==> src/rtl/ysyx_22050598_reg_read_stage.sv <==
// ----------------------------------------------------------------------------
// ysyx_22050598_reg_read_stage
//
// Register-read / issue stage of an in-order pipeline. It sits between decode
// and execute:
//   - drives the register-file read addresses straight from rs1/rs2;
//   - forwards same-cycle writeback data onto the operands;
//   - tracks one outstanding writer per register in a busy scoreboard and
//     stalls decode on RAW (source busy) and WAW (destination busy) hazards;
//   - holds one output entry for execute, with backpressure and flush.
//
// Ports
//   clk, rst                  clock, synchronous active-high reset
//   in_valid / in_ready       decode-side handshake
//   rs1, rs2, rd, inst_type   decoded register fields and one-hot type
//   in_pc                     pc of the incoming instruction
//   raddr1/2, rdata1/2        combinational register-file read ports
//   wb_en, wb_addr, wb_data   writeback port (regfile writes on the same edge)
//   flush                     discard the held output entry
//   out_valid / out_ready     execute-side handshake
//   out_op1/2, out_pc, out_rd, out_rd_we, out_type   held output entry
//   stall_cnt                 saturating count of hazard-stall cycles
//   dbg_busy                  current busy scoreboard, for observation
//   dbg_cnt_load/dbg_cnt_val  preload of stall_cnt, for observation of the
//                             saturation point without billions of cycles
//
// Handshake semantics (both sides): a transfer happens on a rising edge where
// valid and ready are both 1. A producer holding valid keeps its payload
// stable until the transfer; ready may depend combinationally on the other
// side's inputs, valid never depends on ready.
// ----------------------------------------------------------------------------
module ysyx_22050598_reg_read_stage #(
    parameter int XLEN = 64,
    parameter int AW   = 5,
    parameter int TW   = 6
) (
    input  logic                clk,
    input  logic                rst,

    input  logic                in_valid,
    output logic                in_ready,
    input  logic [AW-1:0]       rs1,
    input  logic [AW-1:0]       rs2,
    input  logic [AW-1:0]       rd,
    input  logic [TW-1:0]       inst_type,
    input  logic [XLEN-1:0]     in_pc,

    output logic [AW-1:0]       raddr1,
    output logic [AW-1:0]       raddr2,
    input  logic [XLEN-1:0]     rdata1,
    input  logic [XLEN-1:0]     rdata2,

    input  logic                wb_en,
    input  logic [AW-1:0]       wb_addr,
    input  logic [XLEN-1:0]     wb_data,

    input  logic                flush,

    output logic                out_valid,
    input  logic                out_ready,
    output logic [XLEN-1:0]     out_op1,
    output logic [XLEN-1:0]     out_op2,
    output logic [XLEN-1:0]     out_pc,
    output logic [AW-1:0]       out_rd,
    output logic                out_rd_we,
    output logic [TW-1:0]       out_type,

    output logic [31:0]         stall_cnt,

    output logic [(1<<AW)-1:0]  dbg_busy,
    input  logic                dbg_cnt_load,
    input  logic [31:0]         dbg_cnt_val
);

    localparam int NREG = 1 << AW;

    // One-hot instruction type codes.
    localparam logic [TW-1:0] TYPE_I = TW'(6'b000001);
    localparam logic [TW-1:0] TYPE_R = TW'(6'b000010);
    localparam logic [TW-1:0] TYPE_B = TW'(6'b000100);
    localparam logic [TW-1:0] TYPE_S = TW'(6'b001000);
    localparam logic [TW-1:0] TYPE_U = TW'(6'b010000);
    localparam logic [TW-1:0] TYPE_J = TW'(6'b100000);

    // Which types read rs1, read rs2, and write rd.
    localparam logic [TW-1:0] USE1_MASK = TYPE_I | TYPE_R | TYPE_B | TYPE_S;
    localparam logic [TW-1:0] USE2_MASK = TYPE_R | TYPE_B | TYPE_S;
    localparam logic [TW-1:0] RDWE_MASK = TYPE_R | TYPE_I | TYPE_U | TYPE_J;

    logic [NREG-1:0] busy;
    logic [NREG-1:0] busy_next;

    logic            use1;
    logic            use2;
    logic            rd_we;
    logic            wb_hit1;
    logic            wb_hit2;
    logic            wb_hit_rd;
    logic            hazard;
    logic            issue;
    logic [XLEN-1:0] op1;
    logic [XLEN-1:0] op2;

    assign raddr1 = rs1;
    assign raddr2 = rs2;

    assign use1  = |(inst_type & USE1_MASK);
    assign use2  = |(inst_type & USE2_MASK);
    assign rd_we = (|(inst_type & RDWE_MASK)) && (rd != '0);

    // A writeback landing this edge retires the busy bit it targets, so it
    // must not count as a hazard: the data is bypassed below instead.
    assign wb_hit1   = wb_en && (wb_addr == rs1);
    assign wb_hit2   = wb_en && (wb_addr == rs2);
    assign wb_hit_rd = wb_en && (wb_addr == rd);

    assign hazard = (use1  && (rs1 != '0) && busy[rs1] && !wb_hit1)
                 || (use2  && (rs2 != '0) && busy[rs2] && !wb_hit2)
                 || (rd_we && busy[rd] && !wb_hit_rd);

    assign in_ready = (!out_valid || out_ready) && !hazard && !flush;
    assign issue    = in_valid && in_ready;

    // Operand selection: x0 and unused sources are forced to zero regardless
    // of what the register file returns.
    always_comb begin
        op1 = '0;
        op2 = '0;
        if (use1 && (rs1 != '0)) begin
            op1 = wb_hit1 ? wb_data : rdata1;
        end
        if (use2 && (rs2 != '0)) begin
            op2 = wb_hit2 ? wb_data : rdata2;
        end
    end

    // Busy scoreboard update. Clears are applied first so that a new writer
    // issued on the same edge as the old writer's writeback keeps the bit set.
    // A flushed entry will never write back, so its claim is released.
    always_comb begin
        busy_next = busy;
        if (wb_en) begin
            busy_next[wb_addr] = 1'b0;
        end
        if (flush && out_valid && out_rd_we) begin
            busy_next[out_rd] = 1'b0;
        end
        if (issue && rd_we) begin
            busy_next[rd] = 1'b1;
        end
        busy_next[0] = 1'b0;
    end

    always_ff @(posedge clk) begin
        if (rst) begin
            busy      <= '0;
            out_valid <= 1'b0;
            out_op1   <= '0;
            out_op2   <= '0;
            out_pc    <= '0;
            out_rd    <= '0;
            out_rd_we <= 1'b0;
            out_type  <= '0;
            stall_cnt <= '0;
        end else begin
            busy <= busy_next;

            if (flush) begin
                out_valid <= 1'b0;
            end else if (issue) begin
                out_valid <= 1'b1;
            end else if (out_ready) begin
                out_valid <= 1'b0;
            end

            // Payload only moves on issue, so it stays put under backpressure.
            if (issue) begin
                out_op1   <= op1;
                out_op2   <= op2;
                out_pc    <= in_pc;
                out_rd    <= rd;
                out_rd_we <= rd_we;
                out_type  <= inst_type;
            end

            if (dbg_cnt_load) begin
                stall_cnt <= dbg_cnt_val;
            end else if (in_valid && hazard && !flush && (stall_cnt != '1)) begin
                stall_cnt <= stall_cnt + 32'd1;
            end
        end
    end

    assign dbg_busy = busy;

endmodule

==> config.mk <==
export PLATFORM = sky130hd
export DESIGN_NAME = ysyx_22050598_reg_read_stage
export DESIGN_NICKNAME = d
export VERILOG_FILES = /design/src/rtl/ysyx_22050598_reg_read_stage.sv
export SDC_FILE = /design/constraint.sdc
export NUM_CORES = 1
export LEC_CHECK = 0
export CAP_MARGIN = 10
export CORE_AREA = 2 2 237 239
export CTS_BUF_LIST = sky130_fd_sc_hd__clkbuf_4 sky130_fd_sc_hd__clkbuf_8
export CTS_CLUSTER_DIAMETER = 50
export DETAILED_ROUTE_END_ITERATION = 8
export DIE_AREA = 0 0 239 241
export PLACE_DENSITY = 0.64
export SLEW_MARGIN = 20
export SYNTH_ARGS = -nofsm -noshare
export SYNTH_HDL_FRONTEND = slang
export SYNTH_SLANG_ARGS = --single-unit
==> constraint.sdc <==
create_clock -name clk -period 3.3 [get_ports clk]
set_input_delay 0.495 -clock clk [delete_from_list [all_inputs] [get_ports clk]]
set_output_delay 0.495 -clock clk [all_outputs]
set_load 0.03 [all_outputs]
==> summary.txt, run 1 <==
Run status
  • Outcome: finished, final reports clean

Timing
  • RSZ-0062 raised after global routing: false
  • Slew Viols, Final: 0
  • Tcrit/Tclk final: roughly 98%
  • Final hold violation count: 0
  • FMAX: ~310 MHz
  • Sum Neg Setup Slack: 0 ps
  • Final worst path period need: between 3000 and 4000 ps
  • Setup Skew: 38.89 ps
  • Setup violations, final: 0
  • Max-Slew Margin vs Limit: 42.74%
  • Hold_ws: between 300 and 400 ps
  • Final worst-path setup slack: between 50 and 60 ps
  • Worst-Margin Slew: ~860 ps

Logic synthesis
  • Post-synth cell types: 57
  • Mapped Cells: ~1400
  • Ys Warns: 0
  • EDFF count, synth: 0
  • #FFs+latches synth: about 270
  • Area of the mapped netlist: ~13000 um^2
  • Ys async rst share: 0%
  • Synth Flop Type: dfxtp_1
  • Synth Area per Inst: between 9 and 10 um^2
  • Sequential share of the synthesized area: approximately two fifths
  • Mapped Nets: roughly 1700

Final layout
  • Fin nets: 2342
  • Final instance area: 21790 um^2
  • Share of layout cells above drive strength 1: ~14%
  • Post-route core utilization: 39.72%
  • Finished Layout Cells: 2761
  • Area Overhead vs Synth: 64.92%

Place
  • Detail Placement HPWL: 42580 um
  • RD Place Congestion: around 0.9
  • Pre-CTS WS: -559.8 ps
  • Dpl cell area: ~20000 um^2
  • IO Port Bufs: ~600
  • Placed insts: around 2700

Worst setup path
  • Most used cell, CP: mux4_2
  • Worst Setup End Kind: flip-flop
  • CP cell instances: clkdlybuf4s50_1 > mux4_2 > mux4_2 > or3_4 > buf_4 > and3_1 > buf_12 > or4_1 > a311oi_1
  • R2R Setup Slk: ~100 ps
  • Crit path kind: in2reg
  • R2r worst-path depth: 9
  • Crit path max fanout: 22
  • Crit start category: input pin
  • CP peak stage delay: approximately 550 ps
  • R2R Path Start: dbg_busy[11]
  • Worst endpoint required time: ~3800 ps
  • Arrival time at the worst endpoint: ~3700 ps
  • Critical path's slowest cell: clkdlybuf4s50_1
  • Worst reg2reg path endpoint: stall_cnt[28]

Global route
  • Total track usage: between 10% and 20%
  • Total grt overflow: 0
  • Largest net degree at the start of global routing: 95
  • First-pass GRT wire length: ~83000 um
  • Vias in the first global route: 13930
  • Antenna violations before repair: 2

Clocking
  • Worst-case clock buffer depth: 3
  • Num CTS Buffers: 53
  • H-tree levels: 2
  • Clk slew on worst S/H paths: ~50 ps
  • CTS tree: built
  • CTS Sinks: between 200 and 300
  • CTS root buffer: clkbuf_8
  • Worst-skew pair later-pin latency: ~620 ps

Routing
  • Vias: about 14000
  • WL final: around 57000 um
  • Final ANT Viol Nets: 0
  • First DRT Iteration DRCs: around 800
  • Wire length per cell: just over 20 um
  • DRC: 0
  • Via-to-Cell Ratio: slightly above 5
  • 1st-pass router iterations: 5

Pwr
  • Power Dens Cells: ~410 nW/um^2
  • Leakage: approximately 7.9 nW
  • Worst vdd ir: 0.0002624 V
  • Overall power: about 9 mW

Floorplanning
  • FP Rows: between 80 and 90
  • CORE AREA: between 50000 and 60000 um^2
  • I/O pins: 601
  • Starting Density: between 20% and 30%
  • Die Ht: between 200 and 250 um
  • DIE WIDTH: between 200 and 250 um
  • Die area: approximately 58000 um^2

Hold path
  • Hold Crit Start: rst
  • WHS Endpoint: out_pc[25]
  • Worst Hold Path Cells: 2
  • Min-delay worst type: in2reg

Run
  • Max_cap viols: 0
==> kinds of logic after synthesis <==
logic type / Yosys count / synth area share (%)
compound gates: 274 / 15.43
simple gates: 445 / 17.35
buf+inv: 160 / 5.132
flops: 268 / 40.60
mux: 239 / 20.31
other cells: 1 / 0.02838
xor+xnor: 16 / 1.060
fa+ha+maj: 1 / 0.09466
==> cell usage after synthesis, types with 12 or more instances <==
cell type  count  area (um^2)
nand3_1      149        745.7
a311oi_1      25        219.0
or3_1         22        137.6
xor2_1        12        105.1
mux2i_1      216         2162
o21ai_0       41        205.2
nor2_1       115        431.7
o2111ai_1     26        227.7
or2_2         27        168.9
nand2_1       31        116.4
and3_1        12        75.07
nand4_1       18        112.6
o31ai_1      146         1096
clkbuf_1     116        435.4
dfxtp_1      268         5365
mux4_2        18        405.4
inv_1         12        45.04
==> repair_timing <==
action	4_1_cts	5_1_grt
hold endpoints to repair	0	0
pin swaps	4	6
hold buffers	0	0
setup buffers	7	4
setup endpoints to repair	1	6
gates resized for setup	25	7
==> sequential cells by signal, indices dropped and copies added (netlist names) <==
register and flops:
out_type 6, stall_cnt 32, out_rd 5, out_pc 64
out_valid 1, out_op1 64, out_op2 64, out_rd_we 1
dbg_busy 31
==> per-layer routing <==
metal,up-vias,track usage [%],routed length (um)
met5,-,0,13
met4,2,5.265,1299
met3,85,5.387,4793
met2,643,33.00,28830
met1,6720,21.47,22110
li1,6538,-,-
==> area by class of cell <==
class,count,area [um^2]
tap,704,880.8
clock buffer,82,1016
timing repair buffer,708,7082
inverter,13,53.80
antenna,1,2.502
multi-input combinational,976,7273
sequential,268,5383
fill,5381,33080
clock inverter,9,103.9
==> worst max-delay path by stage <==
stage | startpoint | endpoint | slack, ps | depth (start not counted)
after CTS | rs1[0] | in_ready | 5 | 10
after floorplan | rd[0] | in_ready | 50 | 8
after global placement | rs2[0] | dbg_busy[30] | -510 | 10
final | rs2[1] | stall_cnt[28] | 60 | 9
after global routing | dbg_busy[9] | in_ready | 7 | 10
after detailed placement | rs2[0] | stall_cnt[24] | -560 | 9
==> report_power, final <==
part | total, mW | leakage, nW | internal (mW) | switching [mW]
clock | 3.59 | 0.592 | 2.10 | 1.49
sequential | 3.51 | 2.19 | 3.39 | 0.116
combinational | 1.93 | 5.16 | 0.925 | 1.01
==> cells in the final DEF (no fill, tap or decap), types with 25 or more instances in the layout <==
master / netlist / final
clkdlybuf4s50_1: 0 / 593
mux2i_1: 216 / 214
o31ai_1: 146 / 145
a311oi_1: 25 / 25
nor2_1: 115 / 115
dfxtp_1: 268 / 260
nand3_1: 149 / 148
nand2_1: 31 / 30
or2_2: 27 / 27
clkbuf_8: 0 / 64
o21ai_0: 41 / 40
buf_4: 11 / 87
o2111ai_1: 26 / 26
==> critical path, delay by kind of cell <==
family,cells,cell delay [ps]
AO/OA/AOI/OAI,1,300
buffers and inverters,3,870
multiplexers,2,1020
AND/OR/NAND/NOR,3,1050
No activity file was read; power rests on OpenSTA's default activity.
==> run 2, diff against run 1 <==
- HOLD_SLACK_MARGIN: unset -> 0.08
==> results of run 2 <==
Final layout, timing and power as in run 1 (identical DEF).
